File: config.mk
export PLATFORM = sky130hd
export DESIGN_NAME = param_counter
export DESIGN_NICKNAME = d
export VERILOG_FILES = /design/src/rtl/param_counter.sv
export SDC_FILE = /design/constraint.sdc
export NUM_CORES = 1
export LEC_CHECK = 0
export CAP_MARGIN = 20
export CORE_MARGIN = 2
export CORE_UTILIZATION = 40
export CTS_BUF_LIST = sky130_fd_sc_hd__clkbuf_4 sky130_fd_sc_hd__clkbuf_8
export DETAILED_ROUTE_END_ITERATION = 8
export GPL_TIMING_DRIVEN = 0
export PLACE_DENSITY_LB_ADDON = 0.08
export SKIP_LAST_GASP = 1
export SLEW_MARGIN = 25
export SYNTH_ARGS = -nofsm -noshare
export SYNTH_HDL_FRONTEND = slang
export SYNTH_SLANG_ARGS = --single-unit
File: constraint.sdc
create_clock -name clk -period 4 [get_ports clk]
set_clock_uncertainty 0.2 [all_clocks]
set_input_delay 0.8 -clock clk [delete_from_list [all_inputs] [get_ports clk]]
set_output_delay 0.8 -clock clk [all_outputs]
set_load 0.02 [all_outputs]
File: src/rtl/param_counter.sv
// Parametrised up/down event counter with wrap/one-shot modes, load/clear, and a run-state FSM.
// Latency: counter and flags update on the edge that samples the step. No backpressure; active is a level enable.
// Optional prescaler gating of count steps when CNT_PRESCALE_EN is defined.
module param_counter #(
    parameter int WIDTH    = 8,
    parameter int TOP      = 2**WIDTH-1,
    parameter int PRESCALE = 4
) (
    input  logic             clk,
    input  logic             rst,
    input  logic             active,
    input  logic             dir,
    input  logic             mode,
    input  logic             load,
    input  logic [WIDTH-1:0] load_val,
    input  logic             clear,
    output logic [WIDTH-1:0] counter,
    output logic             overflow,
    output logic             underflow,
    output logic             done,
    output logic             busy
);

    localparam logic [WIDTH-1:0] TOP_V = WIDTH'(TOP);

    typedef enum logic [1:0] {
        IDLE = 2'd0,
        RUN  = 2'd1,
        DONE = 2'd2
    } state_t;

    state_t           state;
    state_t           state_nxt;
    logic [WIDTH-1:0] cnt_nxt;
    logic             ovf_nxt;
    logic             unf_nxt;
    logic             pre_tc;
    logic             step;

`ifdef CNT_PRESCALE_EN
    localparam int            PW       = $clog2(PRESCALE);
    localparam logic [PW-1:0] PRE_LAST = PW'(PRESCALE - 1);

    logic [PW-1:0] pre_cnt;

    assign pre_tc = (pre_cnt == PRE_LAST);

    // Phase is preserved across inactive cycles so a paused run resumes mid-period.
    always_ff @(posedge clk or posedge rst) begin
        if (rst) begin
            pre_cnt <= '0;
        end else if (clear || load) begin
            pre_cnt <= '0;
        end else if (active && (state != DONE)) begin
            pre_cnt <= pre_tc ? '0 : pre_cnt + 1'b1;
        end
    end
`else
    assign pre_tc = 1'b1;
`endif

    assign step = active && (state != DONE) && pre_tc;

    always_comb begin
        state_nxt = state;
        cnt_nxt   = counter;
        ovf_nxt   = 1'b0;
        unf_nxt   = 1'b0;
        if (clear) begin
            state_nxt = IDLE;
            cnt_nxt   = '0;
        end else if (load) begin
            state_nxt = IDLE;
            cnt_nxt   = (load_val > TOP_V) ? TOP_V : load_val;
        end else begin
            case (state)
                IDLE:    if (active)  state_nxt = RUN;
                RUN:     if (!active) state_nxt = IDLE;
                default: state_nxt = state;
            endcase
            // A one-shot boundary step overrides the IDLE->RUN move above.
            if (step) begin
                if (dir) begin
                    if (counter != TOP_V) begin
                        cnt_nxt = counter + 1'b1;
                    end else begin
                        ovf_nxt = 1'b1;
                        if (mode) state_nxt = DONE;
                        else      cnt_nxt   = '0;
                    end
                end else begin
                    if (counter != '0) begin
                        cnt_nxt = counter - 1'b1;
                    end else begin
                        unf_nxt = 1'b1;
                        if (mode) state_nxt = DONE;
                        else      cnt_nxt   = TOP_V;
                    end
                end
            end
        end
    end

    always_ff @(posedge clk or posedge rst) begin
        if (rst) begin
            state     <= IDLE;
            counter   <= '0;
            overflow  <= 1'b0;
            underflow <= 1'b0;
            done      <= 1'b0;
            busy      <= 1'b0;
        end else begin
            state     <= state_nxt;
            counter   <= cnt_nxt;
            overflow  <= ovf_nxt;
            underflow <= unf_nxt;
            done      <= (state_nxt == DONE);
            busy      <= (state_nxt == RUN);
        end
    end

endmodule

Word-level counts from Yosys, hierarchy flattened

Index checks and enable logic that the tools add are counted.

Output and inout bits: 12
Flip-flop bits (word level): 14
Bits of input ports: 15
Word-level logic and storage cells: 50

Reduce and logical (&&, ||, !) cells: 5
Mux-type cells: 29
Equal/unequal tests: 7
$lt $le $gt $ge: 1
Add/subtract/negate cells: 2

Operators by type and width:

| kind                  | count |
|---|---|
| $mux W8               | 9 |
| $mux W2               | 9 |
| $mux W1               | 10 |
| $ne A5 B2 Y1 const B  | 2 |
| $add A8 B1 Y8 const B | 1 |
| $gt A8 B8 Y1 const B  | 1 |
| $ne A8 B8 Y1 const B  | 1 |
| $reduce_bool A8 Y1    | 1 |
| $sub A8 B1 Y8 const B | 1 |
| $eq A2 B1 Y1 const B  | 2 |
| $pmux W2 S2           | 1 |
| $reduce_and A3 Y1     | 1 |
| $reduce_bool A3 Y1    | 1 |
| $eq A2 B2 Y1 const B  | 1 |
| $logic_not A2 Y1      | 1 |
| $ne A2 B2 Y1 const B  | 1 |
| $logic_and A1 B1 Y1   | 1 |

Longest topological paths before layout

Gate-level depths: netlist of run 1.

Depth in word-level cells: 9
Depth in mapped cells: 10
Gate-level depth less buffers: 7

Worst setup path before layout of run 1

OpenSTA, ideal clock, no wires.

Kind: flip-flop to flip-flop
From: reg counter[0]
To: reg counter[6]
Setup slack: 1.434 ns
Arrival: 2.240 ns
Required time: 3.674 ns
Buffers on the path: 3
Period minus slack after synthesis: 2.566 ns
Setup time: 0.126 ns
Cell stages (with the launch flop): 11
Path through: dfrtp_1 > clkbuf_1 > inv_1 > ha_1 > or4b_1 > buf_2 > nor3_4 > o21a_2 > buf_6 > a311oi_1 > a221o_1

Word-level cells in the longest chain between the ends: 6
Elaborated cells on any way between the ends: 13
Classes of those cells: add/sub: 2; eq/ne: 3; mux: 6; reduce/logical: 2

RTL lines:

| element                                     | RTL line | RTL |
|---|---|---|
| start, declared                             | 17       | `output logic [WIDTH-1:0] counter,` |
| start signal, assigned                      | 114      | `counter <= cnt_nxt;` |
| $sub A8 B1 Y8, or another cell as far along | 93       | `cnt_nxt = counter - 1'b1;` |
| $mux W8, on equally long branches           | 92, 84   |  |
| $mux W8                                     | 83       | `if (dir) begin` |
| $mux W8                                     | 82       | `if (step) begin` |
| $mux W8                                     | 72       | `end else if (load) begin` |
| $mux W8                                     | 69       | `if (clear) begin` |

Parallel ways exist; a longest one is shown, timed or not. The select of a mux whose other input is x is not followed.
A chain may end at the register's enable or synchronous reset.

Worst setup path after layout of run 1

From: in clear
To: reg counter[5]

Word-level cells in the longest chain between the ends: 2
Elaborated cells on any way between the ends: 5
Classes of those cells: eq/ne: 2; mux: 1; reduce/logical: 2

RTL lines:

| element                                                             | RTL line | RTL |
|---|---|---|
| start, declared                                                     | 16       | `input logic clear,` |
| $ne A5 B2 Y1 (no line) / $reduce_bool A3 Y1 (equally long branches) | -        |  |
| $reduce_and A3 Y1 (no line)                                         | -        |  |

Parallel ways exist; a longest one is shown, timed or not.

==> impl_metrics.ini, run 1 <==
[synth]
syn_area_per_cell_um2 = 8.201
synthCells = 137
syn_nets = 155
yosysWarnings = 0
syn-cell-area_um2 = 1124
post_synth_num_cell_types = 42
ys_ff_latch = 14
synth-seq-area-share = 0.3118

[detailed_routing]
wl_per_cell_um = 16.74
vias = 1180
firstDrtPassIters = 4
postRouteAntennaNets = 0
drc_errors = 0
vias_per_cell = 5.990
wl_mm = 3.297
drtIter0Drc = 39

[floorplan]
die_y_um = 57
initial_core_util = 0.4146
core_area_um2 = 2710
die-area_um2 = 3249
die_x_um = 57
rows = 19
pin_count = 27

[timing]
max_freq_ghz = 0.3174
relSlewSlack = 0.3357
finalSetupViolCount = 0
fin_tns_setup_ns = 0
drv_slew = 0
setup_slack_ns = 0.8495
fin_crit_ns = 3.150
finalHoldViolCount = 0
worst_slew_pin_slew_ns = 0.9713
finalCritPeriodShare = 0.7876
rsz0062_at_grt = false

[worst_setup_path]
reg2reg_to = counter[5]$_DFFE_PP0P_
path_max_fanout = 8
worst_setup_path_end_kind = register
critPathKind = in -> reg
r2r_slack_ns = 0.92
rr_worst_depth = 9
startpoint_type = input port
rr_startpoint = counter[0]$_DFFE_PP0P_
crit_required_ns = 4.02
crit_arrival_ns = 3.17

[hold_path]
hold_end = busy$_DFF_PP0_
hold_start = state[1]$_DFF_PP0_
whs_path_depth = 1
hp-class = reg -> reg

[layout]
final_layout_size_suffix_gt1_frac = 0.07831
design_area_um2 = 1449
area_delta_synth_final_pct = 28.95
nNetsFinal = 185
n_antenna_cell = 0
final_core_util = 0.5346

[clock_tree]
clk_transition_reported_paths_ns = 0.09
cts_sinks = 14
cts_tree = built
cts-htree-levels = 1
post_cts_resized = 0
postCtsSetupBuffers = 0
clk_path_buf_depth = 2
cts_hold_buffers = 0
cts_root_buf = clkbuf_4
numCtsBuffers = 3
clk_latency_ns = 0.28

[placed_design]
place_worst_setup_slack_ns = 0.5329
gp_congestion = 0.8834
portBuffers = 25
dpl.hpwl_mm = 2.477
postPlaceCellArea_um2 = 1413

[grt]
grt_max_degree = 15
grt_use_total = 0.2089
grt_pass1_wl_mm = 5.326
grt_overflow = 0
antenna_found_initial = 0
grt_pass1_vias = 1081

[power_and_ir_drop]
ir_drop_mv = 0.2333
p_leak_nw = 0.5713
pwr_density_cell_nw_per_um2 = 280.2
power.total_uw = 405.9

[flow_run]
max_cap_viol_count = 0

[outcome]
outcome = complete, no violations
registers in the layout, indices dropped and copies added, names as in the netlist:
| name | flops |
|---|---|
| underflow | 1 |
| overflow | 1 |
| state | 2 |
| done | 1 |
| counter | 8 |
| busy | 1 |
how the worst max path moves through the flow:
stage / from / endpoint / slack (ns) / cells after the start
after global placement: clear / counter[5]$_DFFE_PP0P_ / 0.55 / 6
final: clear / counter[5]$_DFFE_PP0P_ / 0.85 / 6
after CTS: clear / counter[5]$_DFFE_PP0P_ / 0.81 / 6
after global routing: clear / counter[5]$_DFFE_PP0P_ / 0.65 / 6
after detailed placement: clear / counter[5]$_DFFE_PP0P_ / 0.53 / 6
after floorplan: counter[0]$_DFFE_PP0P_ / counter[6]$_DFFE_PP0P_ / 1.43 / 10
cell type report:
class	count	area, um^2
multi-input cells	103	688.2
repair buffers	25	250.2
well taps	31	38.79
flip-flops and latches	14	350.3
clock buffers	4	36.28
inverters	9	33.78
plain buffers	11	51.30
fillers	275	1261
cells by family (layout without fill, tap and decap cells):
| kind of cell | Yosys count | in the layout | share of synthesized area |
|---|---|---|---|
| simple gates | 53 | 53 | 0.2795 |
| compound gates | 44 | 44 | 0.2739 |
| buf+inv | 20 | 49 | 0.07572 |
| flops | 14 | 14 | 0.3118 |
| fa+ha+maj | 3 | 3 | 0.03341 |
| mux | 2 | 2 | 0.01782 |
| xor+xnor | 1 | 1 | 0.007797 |
critical path: stages:
cell and delay, ns:
clkdlybuf4s50_1 0.56, or2_2 0.35, clkbuf_1 0.16, a2111oi_0 0.85, o311ai_0 0.30, nand3_1 0.14
per-stage QoR:
step	cells	hold WS, ns
floorplan	137	0.2765
global placement	193	0.2938
detailed placement	193	0.2994
CTS	197	0.3073
global route	197	0.3342
finish	197	0.3160
layout by cell type (no fill, tap or decap), types with 4 or more instances in the layout:
master,count
a21oi_1,9
nand3_1,6
and3_1,4
nand2_1,8
clkbuf_1,8
o211ai_1,6
nor2_1,12
clkdlybuf4s50_1,25
dfrtp_1,14
o21ai_0,7
nand4_1,4
inv_1,9
cells in the mapped netlist (all sizes together):
| library cell | instances | share of area |
|---|---|---|
| nand2 | 8 | 0.027 |
| a2111oi | 3 | 0.029 |
| inv | 9 | 0.030 |
| and4 | 1 | 0.0078 |
| and3 | 4 | 0.022 |
| nand4 | 4 | 0.022 |
| a211oi | 1 | 0.0067 |
| or3 | 3 | 0.017 |
| clkbuf | 8 | 0.027 |
| o311ai | 1 | 0.0078 |
| nor4b | 2 | 0.016 |
| buf | 3 | 0.019 |
| o21ai | 10 | 0.045 |
| o31a | 1 | 0.0078 |
| a221o | 2 | 0.018 |
| a311oi | 3 | 0.023 |
| mux2i | 2 | 0.018 |
| nor4 | 1 | 0.019 |
| o211ai | 6 | 0.040 |
| o21a | 1 | 0.0078 |
| ha | 3 | 0.033 |
| o31ai | 3 | 0.020 |
| a22o | 1 | 0.0078 |
| nand3 | 6 | 0.027 |
| and2 | 1 | 0.0056 |
| nand2b | 3 | 0.017 |
| a2bb2oi | 1 | 0.0078 |
| dfrtp | 14 | 0.31 |
| or4b | 2 | 0.018 |
| a21oi | 9 | 0.040 |
| xor2 | 1 | 0.0078 |
| nor2 | 12 | 0.040 |
| nor3 | 3 | 0.023 |
| a31oi | 1 | 0.0056 |
| o2111ai | 1 | 0.0078 |
| or4 | 2 | 0.013 |
| or2 | 1 | 0.0056 |
per-layer routing:
layer / routed length, um / up-vias / track usage
met5: 0 / - / 0
met4: 46 / 0 / 0.03654
met3: 194 / 6 / 0.04535
met2: 1545 / 41 / 0.3218
met1: 1511 / 556 / 0.3063
li1: - / 577 / -
power by group:
group          leakage (nW)  switching [mW]  internal (mW)
registers             0.188          0.0115          0.149
clock network        0.0210          0.0487         0.0554
logic                 0.363          0.0807         0.0606
Note: power is estimated with default switching activity, not from simulation.
==> run 2, diff against run 1 <==
clock period = 2.8 ns   (was 4 ns; I/O delays follow)
==> impl_metrics.ini, run 2 (synthesized netlist as in run 1, its figures left out) <==
[timing]
fin_crit_ns = 2.666
max_freq_ghz = 0.3751
finalCritPeriodShare = 0.9522
worst_slew_pin_slew_ns = 0.5324
fin_tns_setup_ns = 0
finalSetupViolCount = 0
drv_slew = 0
finalHoldViolCount = 0
rsz0062_at_grt = false
relSlewSlack = 0.6447

[worst_setup_path]
rr_startpoint = counter[1]$_DFFE_PP0P_
r2r_slack_ns = 0.13
rr_worst_depth = 9
worst_setup_path_end_kind = register
critPathKind = reg -> reg
crit_required_ns = 2.82
startpoint_type = register
crit_start = counter[1]$_DFFE_PP0P_
crit_end = counter[6]$_DFFE_PP0P_
reg2reg_to = counter[6]$_DFFE_PP0P_
path_max_fanout = 10
crit_arrival_ns = 2.69

[placed_design]
dpl.cell_count = 193
gp_congestion = 0.8834
dpl.hpwl_mm = 2.477
portBuffers = 25

[outcome]
outcome = complete, no violations

[layout]
nNetsFinal = 186
top_regs = counter (8), state (2)
n_antenna_cell = 0
layout_common_cells = clkdlybuf4s50_1 (25), dfrtp_1 (13), nor2_1 (12)
largest_register_ffs = 8
layout_commonest_cell = clkdlybuf4s50_1
layout.cells.non_filler = 198
final_layout_size_suffix_gt1_frac = 0.1078
regMostFlops = counter
area_delta_synth_final_pct = 30.96
final_core_util = 0.5429

[clock_tree]
cts_root_buf = clkbuf_4
clk_path_buf_depth = 2
clk_transition_reported_paths_ns = 0.09
cts-htree-levels = 1
cts_tree = built
numCtsBuffers = 3
cts_sinks = 14
clk_latency_ns = 0.28

[flow_run]
max_cap_viol_count = 0

[floorplan]
die_x_um = 57
initial_core_util = 0.4146
core_area_um2 = 2710
die-area_um2 = 3249
pin_count = 27
die_y_um = 57
rows = 19

[grt]
grt_pass1_wl_mm = 5.313
antenna_found_initial = 0
grt_use_total = 0.2079
grt_overflow = 0
grt_pass1_vias = 1085
grt_max_degree = 15

[power_and_ir_drop]
power.total_uw = 583.6
p_leak_nw = 0.5809
ir_drop_mv = 0.3344
pwr_density_cell_nw_per_um2 = 396.6

[hold_path]
hold_start = state[1]$_DFF_PP0_
hp-class = reg -> reg

[detailed_routing]
vias = 1198
firstDrtPassIters = 6
postRouteAntennaNets = 0
wl_mm = 3.295
drtIter0Drc = 45
vias_per_cell = 6.051
wl_per_cell_um = 16.64
drc_errors = 0
==> run 2: report_power, final <==
part           total [mW]  internal, mW  switching (mW)
Sequential          0.233         0.213          0.0193
Combinational       0.203        0.0892           0.114
Clock               0.148        0.0790          0.0686
Total               0.584         0.381           0.202
==> run 2: what timing repair did <==
action,in CTS,in global routing
resized for setup,3,1
setup endpoints to repair,4,4
hold buffers,0,0
pin swaps,1,1
hold endpoints to repair,0,0
buffers inserted,0,2
==> run 2: final cells by class <==
cell class                      count  area (um^2)
Fill cell                         274         1239
Multi-Input combinational cell    103        698.2
Sequential cell                    14        351.6
Timing Repair Buffer               27        265.3
Buffer                             10        47.55
Tap cell                           31        38.79
Clock buffer                        4        36.28
Inverter                            9        33.78
==> run 2: how the worst min path moves through the flow <==
| stage | end | slack, ns | cells after the start |
|---|---|---|---|
| 3_3_place_gp | busy$_DFF_PP0_ | 0.29 | 1 |
| 4_1_cts | busy$_DFF_PP0_ | 0.31 | 1 |
| 3_5_place_dp | busy$_DFF_PP0_ | 0.30 | 1 |
| 2_1_floorplan | busy$_DFF_PP0_ | 0.25 | 1 |
| 6_report | busy$_DFF_PP0_ | 0.32 | 1 |
| 5_1_grt | busy$_DFF_PP0_ | 0.33 | 1 |
==> run 2: metal layers <==
layer | vias up | GRT usage | routed length [um]
met5 | - | 0 | 0
met4 | 0 | 0.03654 | 52
met3 | 8 | 0.04535 | 175
met2 | 42 | 0.3218 | 1551
met1 | 564 | 0.3034 | 1514
li1 | 584 | - | -
==> run 2: critical path, cell delays in order, from the launching register on <==
cell and delay [ns]:
dfrtp_1 0.51, inv_1 0.15, ha_1 0.15, or4b_1 0.41, buf_2 0.19, nor3_4 0.24, buf_4 0.15, o21ai_2 0.11
a2111oi_2 0.32, a221o_1 0.16
==> run 2: metrics by stage <==
step / area, um^2 / setup WS [ns] / hold slack [ns]
global placement: 1413 / -0.4138 / 0.2938
global route: 1471 / 0.005649 / 0.3344
finish: 1471 / 0.1338 / 0.3208
floorplan: 1124 / 0.2344 / 0.2492
CTS: 1459 / 0.02095 / 0.3073
detailed placement: 1413 / -0.4271 / 0.2994
